==> config.mk <==
export PLATFORM = sky130hd
export DESIGN_NAME = timer_seq_ctrl
export DESIGN_NICKNAME = d
export VERILOG_FILES = /design/src/rtl/timer_seq_ctrl.sv
export SDC_FILE = /design/constraint.sdc
export NUM_CORES = 1
export LEC_CHECK = 0
export BUFFER_PORTS_ARGS = -buffer_cell sky130_fd_sc_hd__buf_2
export CORE_MARGIN = 2
export CORE_UTILIZATION = 60
export CTS_CLUSTER_DIAMETER = 50
export DETAILED_ROUTE_END_ITERATION = 7
export MAX_ROUTING_LAYER = met4
export PLACE_DENSITY = 0.84
export SYNTH_ARGS = -nofsm -noshare
export SYNTH_HDL_FRONTEND = slang
export SYNTH_SLANG_ARGS = --single-unit
==> constraint.sdc <==
create_clock -name i_clk -period 4.5 [get_ports i_clk]
set_input_delay 0.45 -clock i_clk [delete_from_list [all_inputs] [get_ports i_clk]]
set_output_delay 0.45 -clock i_clk [all_outputs]
set_load 0.01 [all_outputs]
==> src/rtl/timer_seq_ctrl.sv <==
// timer_seq_ctrl
//   Serial-configured delay timer. Searches the serial input for the start
//   pattern. It then shifts in a DELAY_W-bit delay value, MSB first, and
//   counts (delay+1)*CYCLES_PER_UNIT clock cycles. After that it raises
//   o_done and holds it until o_done is acknowledged.
//
//   Build option: define TIMER_ABORT_EN to make i_abort functional. When it
//   is undefined, the port is present but ignored.
//
// Ports
//   i_clk        rising-edge clock
//   i_reset      asynchronous reset, active low
//   i_data       serial input, sampled every rising edge
//   i_ack        done acknowledge, only honoured in DONE
//   i_abort      cancel request (TIMER_ABORT_EN builds only)
//   o_shift_ena  high during the DELAY_W delay-shift cycles
//   o_counting   high for the whole count phase
//   o_done       high in DONE
//   o_count      remaining whole units; the shift register while shifting
//
// state    | meaning
// ---------+----------------------------------------------
// IDLE     | no pattern bits matched
// S1       | matched "1"
// S11      | matched "11"
// S110     | matched "110"
// SHIFT    | shifting in the delay value (r_sub = bit index)
// COUNT    | counting units; r_presc divides the clock
// DONE     | timer expired, waiting for i_ack
module timer_seq_ctrl #(
  parameter logic [3:0] PATTERN         = 4'b1101,
  parameter int         DELAY_W         = 4,
  parameter int         CYCLES_PER_UNIT = 1000
) (
  input  logic               i_clk,
  input  logic               i_reset,
  input  logic               i_data,
  input  logic               i_ack,
  input  logic               i_abort,
  output logic               o_shift_ena,
  output logic               o_counting,
  output logic               o_done,
  output logic [DELAY_W-1:0] o_count
);

  localparam int PW = (CYCLES_PER_UNIT > 1) ? $clog2(CYCLES_PER_UNIT) : 1;
  localparam int SW = (DELAY_W > 1) ? $clog2(DELAY_W) : 1;
  localparam logic [PW-1:0] PRE_LAST = PW'(CYCLES_PER_UNIT - 1);
  localparam logic [SW-1:0] SUB_LAST = SW'(DELAY_W - 1);

  typedef enum logic [2:0] {
    ST_IDLE, ST_S1, ST_S11, ST_S110, ST_SHIFT, ST_COUNT, ST_DONE
  } state_t;

  state_t             r_state, w_state_nxt;
  logic [DELAY_W-1:0] r_count, w_count_nxt;
  logic [PW-1:0]      r_presc, w_presc_nxt;
  logic [SW-1:0]      r_sub,   w_sub_nxt;

`ifndef TIMER_ABORT_EN
  logic w_unused_abort;
  assign w_unused_abort = i_abort;
`endif

  // The detector states are shaped for a 1101-type pattern. A miss falls back
  // to the longest prefix that still matches: extra leading 1s keep S11, and
  // every other miss returns to IDLE.
  always_comb begin
    w_state_nxt = r_state;
    w_count_nxt = r_count;
    w_presc_nxt = r_presc;
    w_sub_nxt   = r_sub;
    case (r_state)
      ST_IDLE: begin
        if (i_data == PATTERN[3]) w_state_nxt = ST_S1;
      end
      ST_S1: begin
        w_state_nxt = (i_data == PATTERN[2]) ? ST_S11 : ST_IDLE;
      end
      ST_S11: begin
        w_state_nxt = (i_data == PATTERN[1]) ? ST_S110 : ST_S11;
      end
      ST_S110: begin
        if (i_data == PATTERN[0]) begin
          w_state_nxt = ST_SHIFT;
          w_sub_nxt   = '0;
        end else begin
          w_state_nxt = ST_IDLE;
        end
      end
      ST_SHIFT: begin
        // r_count doubles as the delay shift register, so COUNT starts with
        // the assembled value already in place.
        w_count_nxt = {r_count[DELAY_W-2:0], i_data};
        if (r_sub == SUB_LAST) begin
          w_state_nxt = ST_COUNT;
          w_presc_nxt = '0;
          w_sub_nxt   = '0;
        end else begin
          w_sub_nxt = r_sub + SW'(1);
        end
      end
      ST_COUNT: begin
        // The unit in which count==0 still runs in full, which gives
        // (delay+1) units in total.
        if (r_presc == PRE_LAST) begin
          w_presc_nxt = '0;
          if (r_count != '0) w_count_nxt = r_count - DELAY_W'(1);
          else               w_state_nxt = ST_DONE;
        end else begin
          w_presc_nxt = r_presc + PW'(1);
        end
      end
      ST_DONE: begin
        if (i_ack) w_state_nxt = ST_IDLE;
      end
      default: w_state_nxt = ST_IDLE;
    endcase
  end

  always_ff @(posedge i_clk or negedge i_reset) begin
    if (!i_reset) begin
      r_state <= ST_IDLE;
      r_count <= '0;
      r_presc <= '0;
      r_sub   <= '0;
    end
`ifdef TIMER_ABORT_EN
    else if (i_abort) begin
      r_state <= ST_IDLE;
      r_count <= '0;
      r_presc <= '0;
      r_sub   <= '0;
    end
`endif
    else begin
      r_state <= w_state_nxt;
      r_count <= w_count_nxt;
      r_presc <= w_presc_nxt;
      r_sub   <= w_sub_nxt;
    end
  end

  assign o_shift_ena = (r_state == ST_SHIFT);
  assign o_counting  = (r_state == ST_COUNT);
  assign o_done      = (r_state == ST_DONE);
  assign o_count     = r_count;

endmodule

; Word-level counts from Yosys, hierarchy flattened
; Cells that the tools add are included.
[word_totals]
regBits = 19
out_inout_bits = 7
word_cells = 48
[classes]
add_sub_neg = 3
n_eq_ne = 15
muxes = 18
reduce_logical = 8
[ops]
columns = op, n
row1 = 3-bit case mux with 7 select lines, 1
row2 = 10-bit 2-to-1 mux, 2
row3 = 10-bit case mux with 2 select lines, 1
row4 = 3-bit 2-to-1 mux, 6
row5 = 10-bit by 1-bit adder with 10-bit output (second input constant), 1
row6 = 10-bit equality test (second input constant), 1
row7 = 3-bit equality test (second input constant), 3
row8 = 4-bit 2-to-1 mux, 2
row9 = 2-bit inequality test (second input constant), 4
row10 = 4-bit case mux with 2 select lines, 1
row11 = 3-bit by 2-bit equality test with 1-bit output (second input constant), 2
row12 = 2-bit 2-to-1 mux, 3
row13 = 2-bit by 1-bit inequality test with 1-bit output (second input constant), 3
row14 = 5-bit AND reduction, 1
row15 = 2-bit case mux with 2 select lines, 1
row16 = 2-bit AND reduction, 2
row17 = 2-bit nonzero test, 2
row18 = 4-bit nonzero test, 1
row19 = 4-bit by 1-bit subtractor with 4-bit output (second input constant), 1
row20 = 3-bit by 1-bit equality test with 1-bit output (second input constant), 1
row21 = 3-bit zero test, 1
row22 = 3-bit AND reduction, 1
row23 = 2-bit by 1-bit adder with 2-bit output (second input constant), 1
row24 = 2-bit equality test (second input constant), 1
row25 = 1-bit 2-to-1 mux, 1

; Depth between registers and ports, before layout
; Gate-level depths: netlist (run 1).
[depth]
depth_word = 4
ltp_mapped = 6

; Worst setup path before layout (run 1)
; Ideal clock, no wire load.
[synth_timing]
kind = register -> register
from = reg r_presc[4]
to = reg r_count[0] (netlist: o_count[0])
setup_time_ns = 0.126
t_arrival_ns = 1.381
t_required_ns = 4.374
slack_ns = 2.992
stages_incl_launch_ff = 5
n_path_buf = 0
path_cell_list = dfrtp_1 or3b_4 nor4_2 and4_1 nor3_2
[synth_between]
elab_chain_cells = 3
[synth_lines]
columns = item, line_no
row1 = start: declaration, 57  ; logic [PW-1:0] r_presc, w_presc_nxt;
row2 = start signal: assignment, 139  ; r_presc <= w_presc_nxt;
row3 = 10-bit equality test, 106  ; if (r_presc == PRE_LAST) begin
row4 = 2-bit by 1-bit inequality test with 1-bit output (no line), -
row5 = 3-bit AND reduction (no line), -
row6 = end signal: assignment, 138  ; r_count <= w_count_nxt;
row7 = end: declaration, 56  ; logic [DELAY_W-1:0] r_count, w_count_nxt;
; No other way between the ends.
; A chain may end at the register's enable or synchronous reset.

; Worst setup path after layout (run 1)
[layout_timing]
from = reg r_state[1]
to = out o_shift_ena
[layout_between]
elab_chain_cells = 1
[layout_lines]
columns = item, line_no
row1 = start: declaration, 55  ; state_t r_state, w_state_nxt;
row2 = start signal: assignment, 137  ; r_state <= w_state_nxt;
row3 = 3-bit equality test, 144  ; assign o_shift_ena = (r_state == ST_SHIFT);
row4 = end: declaration, 40  ; output logic o_shift_ena,
; No other way between the ends.

==> results.yml, run 1 <==
global_route:
  grt_first_pass_wirelength_mm: 3.94
  overflow: 0
  grt_pass1_vias: 884
  grt_use_total_pct: 25.6
  grt_max_degree: 20
  antenna_found_initial: 0
final_layout:
  synthToLayoutAreaGrowth_pct: 7.06
  n_antenna_cell: 0
  ff_latch_area_um2: 475
  multi_input_area_um2: 642
  nFillCells: 150
  instances_no_fill: 159
  nets: 143
  drive_above_1_share_pct: 20.9
logic_synthesis:
  synth-compound-area-share_pct: 12.9
  synth-simple-area-share_pct: 29.9
  async_reset_ff_share_pct: 100
  ys_ff_latch: 19
  syn_inst: 124
  synthXorXnorAreaFrac_pct: 5.24
  synth_edf_count: 0
  synth_top_area_share_pct: 40.6
  synthesis.area_um2: 1170
  yosys.area_share.adder_pct: 3.21
  yosys-top-cells-area: "dfrtp_1 (41%), xnor2_1 (5.2%), nor2_1 (5.1%), nor4_2 (4.3%), ha_1 (3.2%)"
  synth_ff_type: "dfrtp_1"
  avgSynthCellArea_um2: 9.43
  syn_nets: 132
  yosysWarnings: 0
  yosys.area.top_type: "dfrtp_1"
  synth_top_family_by_area: "simple AND/OR/NAND/NOR gates"
  synthDistinctLibCells: 38
  ys_seq_area_share_pct: 40.6
  muxShareOfSynthArea_pct: 3.53
power_and_ir_drop:
  p_leak_nw: 0.555
  peakVddDrop_uv: 310
  power.density_nw_per_um2: 489
clocking:
  post_cts_buffers: 0
  cts_hold_buf: 0
  cts_num_sinks: 19
  cts_resized: 0
  cts_root_buf: "clkbuf_4"
  clock_latency_ps: 310
  cts_buffers: 3
  clk_pin_slew_ps: 120
  clockBufferDepth: 2
  htree_levels: 1
  tritoncts: "built"
sta:
  setup_violations: 0
  setup_tns_ps: 0
  relSlewSlack_pct: 68.9
  rsz0062_at_grt: "false"
  fin_crit_sh_pct: 44.5
  worstMarginPinSlew_ps: 465
  timing.fmax_mhz: 499
  drv_slew: 0
  skew_ps: 6.53
  fin_crit_ps: 2000
  finalHoldViolCount: 0
die:
  die-area_um2: 2320
  core_area_um2: 1780
  die_x_um: 48.2
  pin_count: 12
  rows: 15
  start_util_pct: 65.6
  die_y_um: 48.2
critical_path:
  cp-start-kind: "register"
  critPathCaptureType: "primary output"
  critPathKind: "reg2out"
  cp_slowest_cell: "dfrtp_1"
  crit_path_max_incr_delay_ps: 570
  crit_buf_inv: 2
  cp_cell_sequence: "and2b_2 -> nand2_1 -> inv_1 -> buf_2"
  cp.arrival_ps: 1550
  timing.rr.start: "r_state[2]"
  cp_max_fo: 11
  crit_required_ps: 4050
  startpoint: "r_state[1]"
  cp_top_family: "flip-flops"
route:
  drt_iter0_drc: 20
  drtPass1Iterations: 4
  drc: 0
  vias: 949
  ant_nets: 0
  routedWlPerCell_um: 14.8
  vias_per_cell: 5.97
  routed_wl_mm: 2.35
run_status:
  outcome: "complete, no violations"
run:
  max_cap_viol_count: 0
placement:
  dp_hpwl_mm: 1.73
  numPortBuffers: 10
  globalplace.congestion: 0.826
  placedCellCount: 155
worst_hold_path:
  hp-class: "in2async"
-- kinds of logic after synthesis --
logic type / count (synthesis)
simple gates: 57
compound gates: 23
flops: 19
buf+inv: 11
xor+xnor: 7
mux: 4
fa+ha+maj: 3
-- final timing paths --
path                               end  slack (ps)  cells after the start
max in group asynchronous   r_presc[7]        4150                      1
min in group i_clk          r_state[1]         440                      4
min                         r_state[1]          50                      1
max                        o_shift_ena        2500                      4
min reg2reg                   r_sub[0]         560                      1
max reg2reg                 r_presc[9]        2780                      4
-- cell usage after synthesis (all sizes together) (2+ instances only) --
| cell | count |
|---|---|
| xnor2 | 7 |
| ha | 3 |
| a21oi | 7 |
| buf | 4 |
| nor4 | 7 |
| o21ai | 7 |
| or3 | 2 |
| dfrtp | 19 |
| nand4 | 3 |
| nor2 | 16 |
| mux2i | 3 |
| inv | 7 |
| nor3 | 7 |
| o22ai | 2 |
| nand2 | 9 |
| nand3 | 5 |
-- metrics by stage --
stage | hold WS [ps] | utilization (%) | power, W | area [µm²] | setup slack, ps
2_1_floorplan | 154 | - | 0.000464 | 1170 | 2990
3_3_place_gp | 406 | 68.7 | 0.000505 | 1220 | 2850
3_5_place_dp | 416 | 68.7 | 0.000522 | 1220 | 2840
4_1_cts | 67.4 | 70.2 | 0.000615 | 1250 | 2500
5_1_grt | 88.1 | 70.2 | 0.000663 | 1250 | 2400
6_report | 53.7 | 70.2 | 0.000612 | 1250 | 2500
-- flip-flops by register name, summed over array words and instances, names as in the netlist --
name	count
o_count	4
r_state	3
r_sub	2
r_presc	10
-- layout make-up --
class | instances | share of cell area, %
Clock buffer | 3 | 1.80
Multi-Input combinational cell | 94 | 51.2
Tap cell | 25 | 2.50
Timing Repair Buffer | 10 | 4.00
Sequential cell | 19 | 38.0
Inverter | 7 | 2.10
Clock inverter | 1 | 0.400
-- layer usage --
metal / part of all wire, % / GRT usage (%)
met1: 49 / 34.0
met2: 46 / 38.2
met3: 2.6 / 3.33
met4: 2.2 / 13.0
met5: 0 / -
-- layout by cell type, fill, tap and decap left out, types with 2 or more instances in the layout --
cell / count
dfrtp_1: 19
xnor2_1: 7
or3_1: 2
nor4_2: 4
buf_2: 10
nor4_1: 3
inv_1: 7
o22ai_1: 2
nand4_1: 2
o21ai_0: 6
nand3_1: 5
a21oi_1: 7
ha_1: 3
nor2_1: 16
nor3_1: 5
nand2_1: 9
mux2i_1: 3
clkbuf_4: 3
-- report_power, final --
part	leakage (nW)	switching (W)	total, W	internal, W
logic	0.292	0.000137	0.000242	0.000105
clock network	0.0177	0.0000584	0.0000916	0.0000333
registers	0.245	0.0000678	0.000279	0.000211
No activity file was read; power rests on OpenSTA's default activity.
==> run 2, diff against run 1 <==
--- a/config.mk
+++ b/config.mk
@@ -5,13 +5,14 @@
 export SDC_FILE = /design/constraint.sdc
 export NUM_CORES = 1
 export LEC_CHECK = 0
+export ABC_AREA = 1
 export BUFFER_PORTS_ARGS = -buffer_cell sky130_fd_sc_hd__buf_2
 export CORE_MARGIN = 2
-export CORE_UTILIZATION = 60
+export CORE_UTILIZATION = 58
 export CTS_CLUSTER_DIAMETER = 50
 export DETAILED_ROUTE_END_ITERATION = 7
 export MAX_ROUTING_LAYER = met4
-export PLACE_DENSITY = 0.84
+export PLACE_DENSITY = 0.81
 export SYNTH_ARGS = -nofsm -noshare
 export SYNTH_HDL_FRONTEND = slang
 export SYNTH_SLANG_ARGS = --single-unit
==> constraint.sdc (replaced) <==
create_clock -name i_clk -period 1.9 [get_ports i_clk]
set_input_delay 0.19 -clock i_clk [delete_from_list [all_inputs] [get_ports i_clk]]
set_output_delay 0.19 -clock i_clk [all_outputs]
set_load 0.01 [all_outputs]
==> run 2 against run 1 <==
  * Via count increased by 31%
  * Sequential cell count unchanged
  * Largest power group is now combinational cells
  * Clock power increased by 130%
  * Largest cell class unchanged
  * Synthesized area increased by 8.4%
==> results.yml, run 2 <==
die:
  die_x_um: 50.8
  core_area_um2: 2020
  die-area_um2: 2580
  die_y_um: 50.8
  start_util_pct: 62.7
  pin_count: 12
  rows: 16
final_layout:
  nets: 212
  largest_reg_flops: 10
  multi_input_area_um2: 658
  ff_latch_area_um2: 475
  synthToLayoutAreaGrowth_pct: 7.99
  drive_above_1_share_pct: 11.3
  n_antenna_cell: 0
  final_common_cell: "nand2_1"
  layout_common_cells: "nand2_1 (67), inv_1 (28), nor2_1 (22)"
  top_register: "r_presc"
  instances_no_fill: 230
  nFillCells: 186
clocking:
  tritoncts: "built"
  clockBufferDepth: 2
  htree_levels: 1
  post_cts_buffers: 0
  cts_hold_buf: 1
  cts_buffers: 3
  clock_latency_ps: 310
  clk_pin_slew_ps: 110
  cts_resized: 0
  cts_num_sinks: 19
  cts_root_buf: "clkbuf_4"
critical_path:
  crit_required_ps: 1710
  critPathKind: "reg2out"
  reg2reg_slack_ps: 320
  timing.rr.start: "r_state[1]"
  critPathCaptureType: "primary output"
  startpoint: "r_state[1]"
  cp.arrival_ps: 1470
  reg2reg_depth: 7
  cp-start-kind: "register"
  r2r-end: "o_count[2]"
  cp-endpoint: "o_counting"
  cp_max_fo: 11
logic_synthesis:
  avgSynthCellArea_um2: 6.68
  syn_inst: 190
  synth_top_area_share_pct: 37.5
  syn_nets: 198
  synthesis.area_um2: 1270
  yosysWarnings: 0
  synth_ff_type: "dfrtp_1"
  synthXorXnorAreaFrac_pct: 0
  muxShareOfSynthArea_pct: 0
  ys_seq_area_share_pct: 37.5
  async_reset_ff_share_pct: 100
  synthDistinctLibCells: 21
  synth.top_cells.by_count: "nand2_1 (67), inv_1 (28), nor2_1 (22)"
  synth-compound-area-share_pct: 5.52
  yosys.area_share.adder_pct: 2.96
  ys_ff_latch: 19
  synth_top_family_by_area: "simple AND/OR/NAND/NOR gates"
  yosys-top-cells-area: "dfrtp_1 (37%), nand2_1 (20%), inv_1 (8.3%), nor2_1 (6.5%), nand4_1 (5.9%)"
  synth_edf_count: 0
  yosys.area.top_type: "dfrtp_1"
  synth_most_common_cell: "nand2_1"
  synth-simple-area-share_pct: 43.4
placement:
  placedCellCount: 225
  pre_cts_slack_ps: 383
  numPortBuffers: 10
  globalplace.congestion: 0.906
  dp_hpwl_mm: 2.06
route:
  routedWlPerCell_um: 12.0
  vias: 1244
  ant_nets: 0
  drc: 0
  drtPass1Iterations: 6
  drt_iter0_drc: 23
  routed_wl_mm: 2.76
  vias_per_cell: 5.41
power_and_ir_drop:
  p_int_w: 0.000965
  power.density_nw_per_um2: 1430
  swShare_pct: 50.6
  p_clk_share_pct: 11.0
  p_leak_nw: 0.779
  comb_power_share_pct: 55.4
  pwr-share-seq_pct: 33.6
  peakVddDrop_uv: 1080
  power_switching_w: 0.000990
sta:
  setup_tns_ps: 0
  skew_ps: 3.98
  rsz0062_at_grt: "false"
  relSlewSlack_pct: 71.3
  finalHoldViolCount: 0
  timing.fmax_mhz: 602
  worstMarginPinSlew_ps: 430
  drv_slew: 0
  fin_crit_ps: 1660
  setup_ws_ps: 240
  fin_crit_sh_pct: 87.4
  setup_violations: 0
worst_hold_path:
  hp-class: "in2reg"
  min_from: "i_ack"
run_status:
  outcome: "complete, no violations"
global_route:
  grt_first_pass_wirelength_mm: 4.78
  gr-usage-met1_pct: 28.9
  grt_max_degree: 20
  overflow: 0
  grt.met3_usage_pct: 3.57
  grt_use_total_pct: 25.2
  gr-usage-met2_pct: 44.1
  antenna_found_initial: 0
  grt_pass1_vias: 1201
  busiest_layer: "met2"
run:
  max_cap_viol_count: 0
run 2: stage by stage:
stage	hold WS (ps)	utilization [%]	total power (W)	instance area (µm²)
CTS	163	67.8	0.00195	1370
global placement	156	66.0	0.00168	1330
global route	184	67.8	0.00215	1370
detailed placement	157	66.0	0.00173	1330
floorplan	-106	-	0.00148	1270
finish	159	67.8	0.00195	1370
run 2: critical path, stage by stage (launching register included):
cell     delay [ps]
dfrtp_1         440
inv_1           180
nand3_4         140
inv_2           220
buf_2           180
run 2: logic make-up after synthesis:
logic type	Yosys count
AND/OR/NAND/NOR	122
AO/OA/AOI/OAI	13
buffers and inverters	33
flip-flops	19
adder cells (fa/ha/maj)	3
run 2: how the worst min path moves through the flow:
stage	cells past startpoint	endpoint
finish	4	r_state[1]
global route	4	r_state[1]
CTS	4	r_state[1]
floorplan	0	o_count[0]
global placement	1	r_presc[3]
detailed placement	1	r_presc[3]
run 2: layout make-up:
| type | instances | area share, % |
|---|---|---|
| multi-input cells | 138 | 48.0 |
| flip-flops and latches | 19 | 34.7 |
| inverters | 31 | 8.49 |
| repair buffers | 11 | 4.38 |
| well taps | 27 | 2.47 |
| clock buffers | 4 | 1.92 |
run 2: per-layer routing:
layer	part of all wire, %	routed length (µm)	up-vias
met5	0	0	-
met4	1.2	33	0
met3	3.2	89	5
met2	53	1460	22
met1	43	1170	588
li1	-	-	629
run 2: power by group through the flow:
| stage | logic (W) | registers [W] | clock network [W] |
|---|---|---|---|
| 6_report | 0.00108 | 0.000656 | 0.000215 |
| 5_1_grt | 0.00124 | 0.000674 | 0.000233 |
| 4_1_cts | 0.00108 | 0.000654 | 0.000218 |
| 3_3_place_gp | 0.00103 | 0.000656 | 0 |
| 2_1_floorplan | 0.000825 | 0.000656 | 0 |
| 3_5_place_dp | 0.00107 | 0.000661 | 0 |
==> run 3, diff against run 2 <==
==> constraint.sdc (replaced) <==
create_clock -name i_clk -period 1.9 [get_ports i_clk]
set_input_delay 0.38 -clock i_clk [delete_from_list [all_inputs] [get_ports i_clk]]
set_output_delay 0.38 -clock i_clk [all_outputs]
set_load 0.01 [all_outputs]
==> run 3 against run 2 <==
  * Setup slack worse by 120 ps
  * Final area down 0.55%
  * The run now ends with hold timing left
  * Clock skew up 3.3 ps
  * Utilization shrank 0.37 points
  * Global-route usage decreased by 0.13 points
  * Power is 0.23% higher
  * Critical path depth stayed put
  * Sequential cell count did not move
==> results.yml, run 3 (synthesis results as in run 2) <==
run_status:
  outcome: "finished, violations left"
  violations: "hold timing"
final_layout:
  stdcell_area_um2: 1360
  drive_above_1_share_pct: 11.4
  final_common_cell: "nand2_1"
  nets: 211
  n_antenna_cell: 0
  synthToLayoutAreaGrowth_pct: 7.40
  layout_common_cells: "nand2_1 (67), inv_1 (28), nor2_1 (22)"
  largest_reg_flops: 10
  instances_no_fill: 229
  top_register: "r_presc"
worst_hold_path:
  hp-class: "in2async"
route:
  vias_per_cell: 5.38
  routed_wl_mm: 2.71
  ant_nets: 0
  drtPass1Iterations: 4
  drt_iter0_drc: 31
  routedWlPerCell_um: 11.8
  vias: 1232
  drc: 0
critical_path:
  critPathCaptureType: "primary output"
  timing.rr.start: "r_presc[1]"
  critPathKind: "reg2out"
  cp_slowest_cell: "dfrtp_1"
  cp-endpoint: "o_counting"
  cp_cell_sequence: "inv_1 -> nand3_4 -> inv_4 -> buf_2"
  r2r-end: "r_presc[9]"
  startpoint: "r_state[1]"
  cp.depth: 4
  crit_required_ps: 1520
  crit_path_max_incr_delay_ps: 440
  cp_top_family: "buffers and inverters"
  reg2reg_depth: 8
  cp_max_fo: 11
  cp-start-kind: "register"
  reg2reg_slack_ps: 350
  crit_buf_inv: 3
  cp.arrival_ps: 1400
die:
  start_util_pct: 62.7
  rows: 16
  pin_count: 12
  die_y_um: 50.8
  die-area_um2: 2580
  die_x_um: 50.8
  core_area_um2: 2020
sta:
  holdWs_ps: -11.7
  rsz0062_at_grt: "false"
  setup_violations: 0
  skew_ps: 7.26
  relSlewSlack_pct: 72.1
  fin_crit_ps: 1780
  drv_slew: 0
  timing.fmax_mhz: 561
  worstMarginPinSlew_ps: 419
  finalHoldViolCount: 19
  setup_tns_ps: 0
  fin_crit_sh_pct: 93.8
global_route:
  grt_use_total_pct: 25.0
  grt_max_degree: 20
  antenna_found_initial: 0
  overflow: 0
  grt_pass1_vias: 1170
  grt_first_pass_wirelength_mm: 4.75
placement:
  placedCellCount: 225
  dp_hpwl_mm: 2.05
  globalplace.congestion: 0.905
  dpl_cell_area_um2: 1330
  numPortBuffers: 10
clocking:
  cts_resized: 0
  cts_num_sinks: 19
  clockBufferDepth: 2
  cts_root_buf: "clkbuf_4"
  cts_buffers: 3
  htree_levels: 1
  tritoncts: "built"
  post_cts_buffers: 0
  cts_hold_buf: 0
  clk_pin_slew_ps: 110
  clock_latency_ps: 300
power_and_ir_drop:
  power_switching_w: 0.000992
  p_int_w: 0.000967
  p_clk_share_pct: 10.8
  swShare_pct: 50.6
  power.density_nw_per_um2: 1440
  p_leak_nw: 0.774
  peakVddDrop_uv: 977
  pwr-share-seq_pct: 33.6
  comb_power_share_pct: 55.6
  fin_total_pwr_w: 0.00196
run:
  max_cap_viol_count: 0
==> run 3: cell count changes in the layout (fill, tap and decap cells not counted), sizes merged <==
| cell | delta |
|---|---|
| dlygate4sd3 | -1 |
==> run 3: routing by layer <==
layer | GRT usage, % | vias up | wire length, µm
met2 | 44.3 | 29 | 1380
met5 | - | - | 0
li1 | - | 625 | -
met3 | 3.57 | 5 | 103
met1 | 28.7 | 573 | 1190
met4 | 9.46 | 0 | 38
==> run 3: layout make-up <==
class / instances / area, µm²
fillers: 179 / 659
multi-input cells: 138 / 658
flip-flops and latches: 19 / 475
inverters: 31 / 119
repair buffers: 10 / 50.0
well taps: 27 / 33.8
clock buffers: 4 / 26.3
==> run 3: worst min-delay path by stage <==
stage,start,to,slack (ps),cells after the start
after floorplan,i_reset,o_count[0],80,0
after global placement,i_reset,r_presc[3],350,1
after detailed placement,i_reset,r_presc[1],350,1
after CTS,i_reset,r_presc[8],5,1
after global routing,i_reset,r_presc[8],30,1
final,i_reset,r_presc[8],-10,1
==> run 3: power by group through the flow <==
stage	clock, W	combinational, W	sequential [W]
global placement	0	0.00103	0.000655
finish	0.000212	0.00109	0.000659
global route	0.000231	0.00125	0.000676
floorplan	0	0.000825	0.000656
detailed placement	0	0.00107	0.000662
CTS	0.000219	0.00107	0.000656
==> run 3: metrics by stage <==
stage	setup slack (ps)	util (%)	hold slack, ps
after global routing	38.5	67.4	26.4
final	118	67.4	-11.7
after floorplan	558	-	84.4
after CTS	73.1	67.3	4.69
after global placement	416	66.0	346
after detailed placement	376	66.0	348
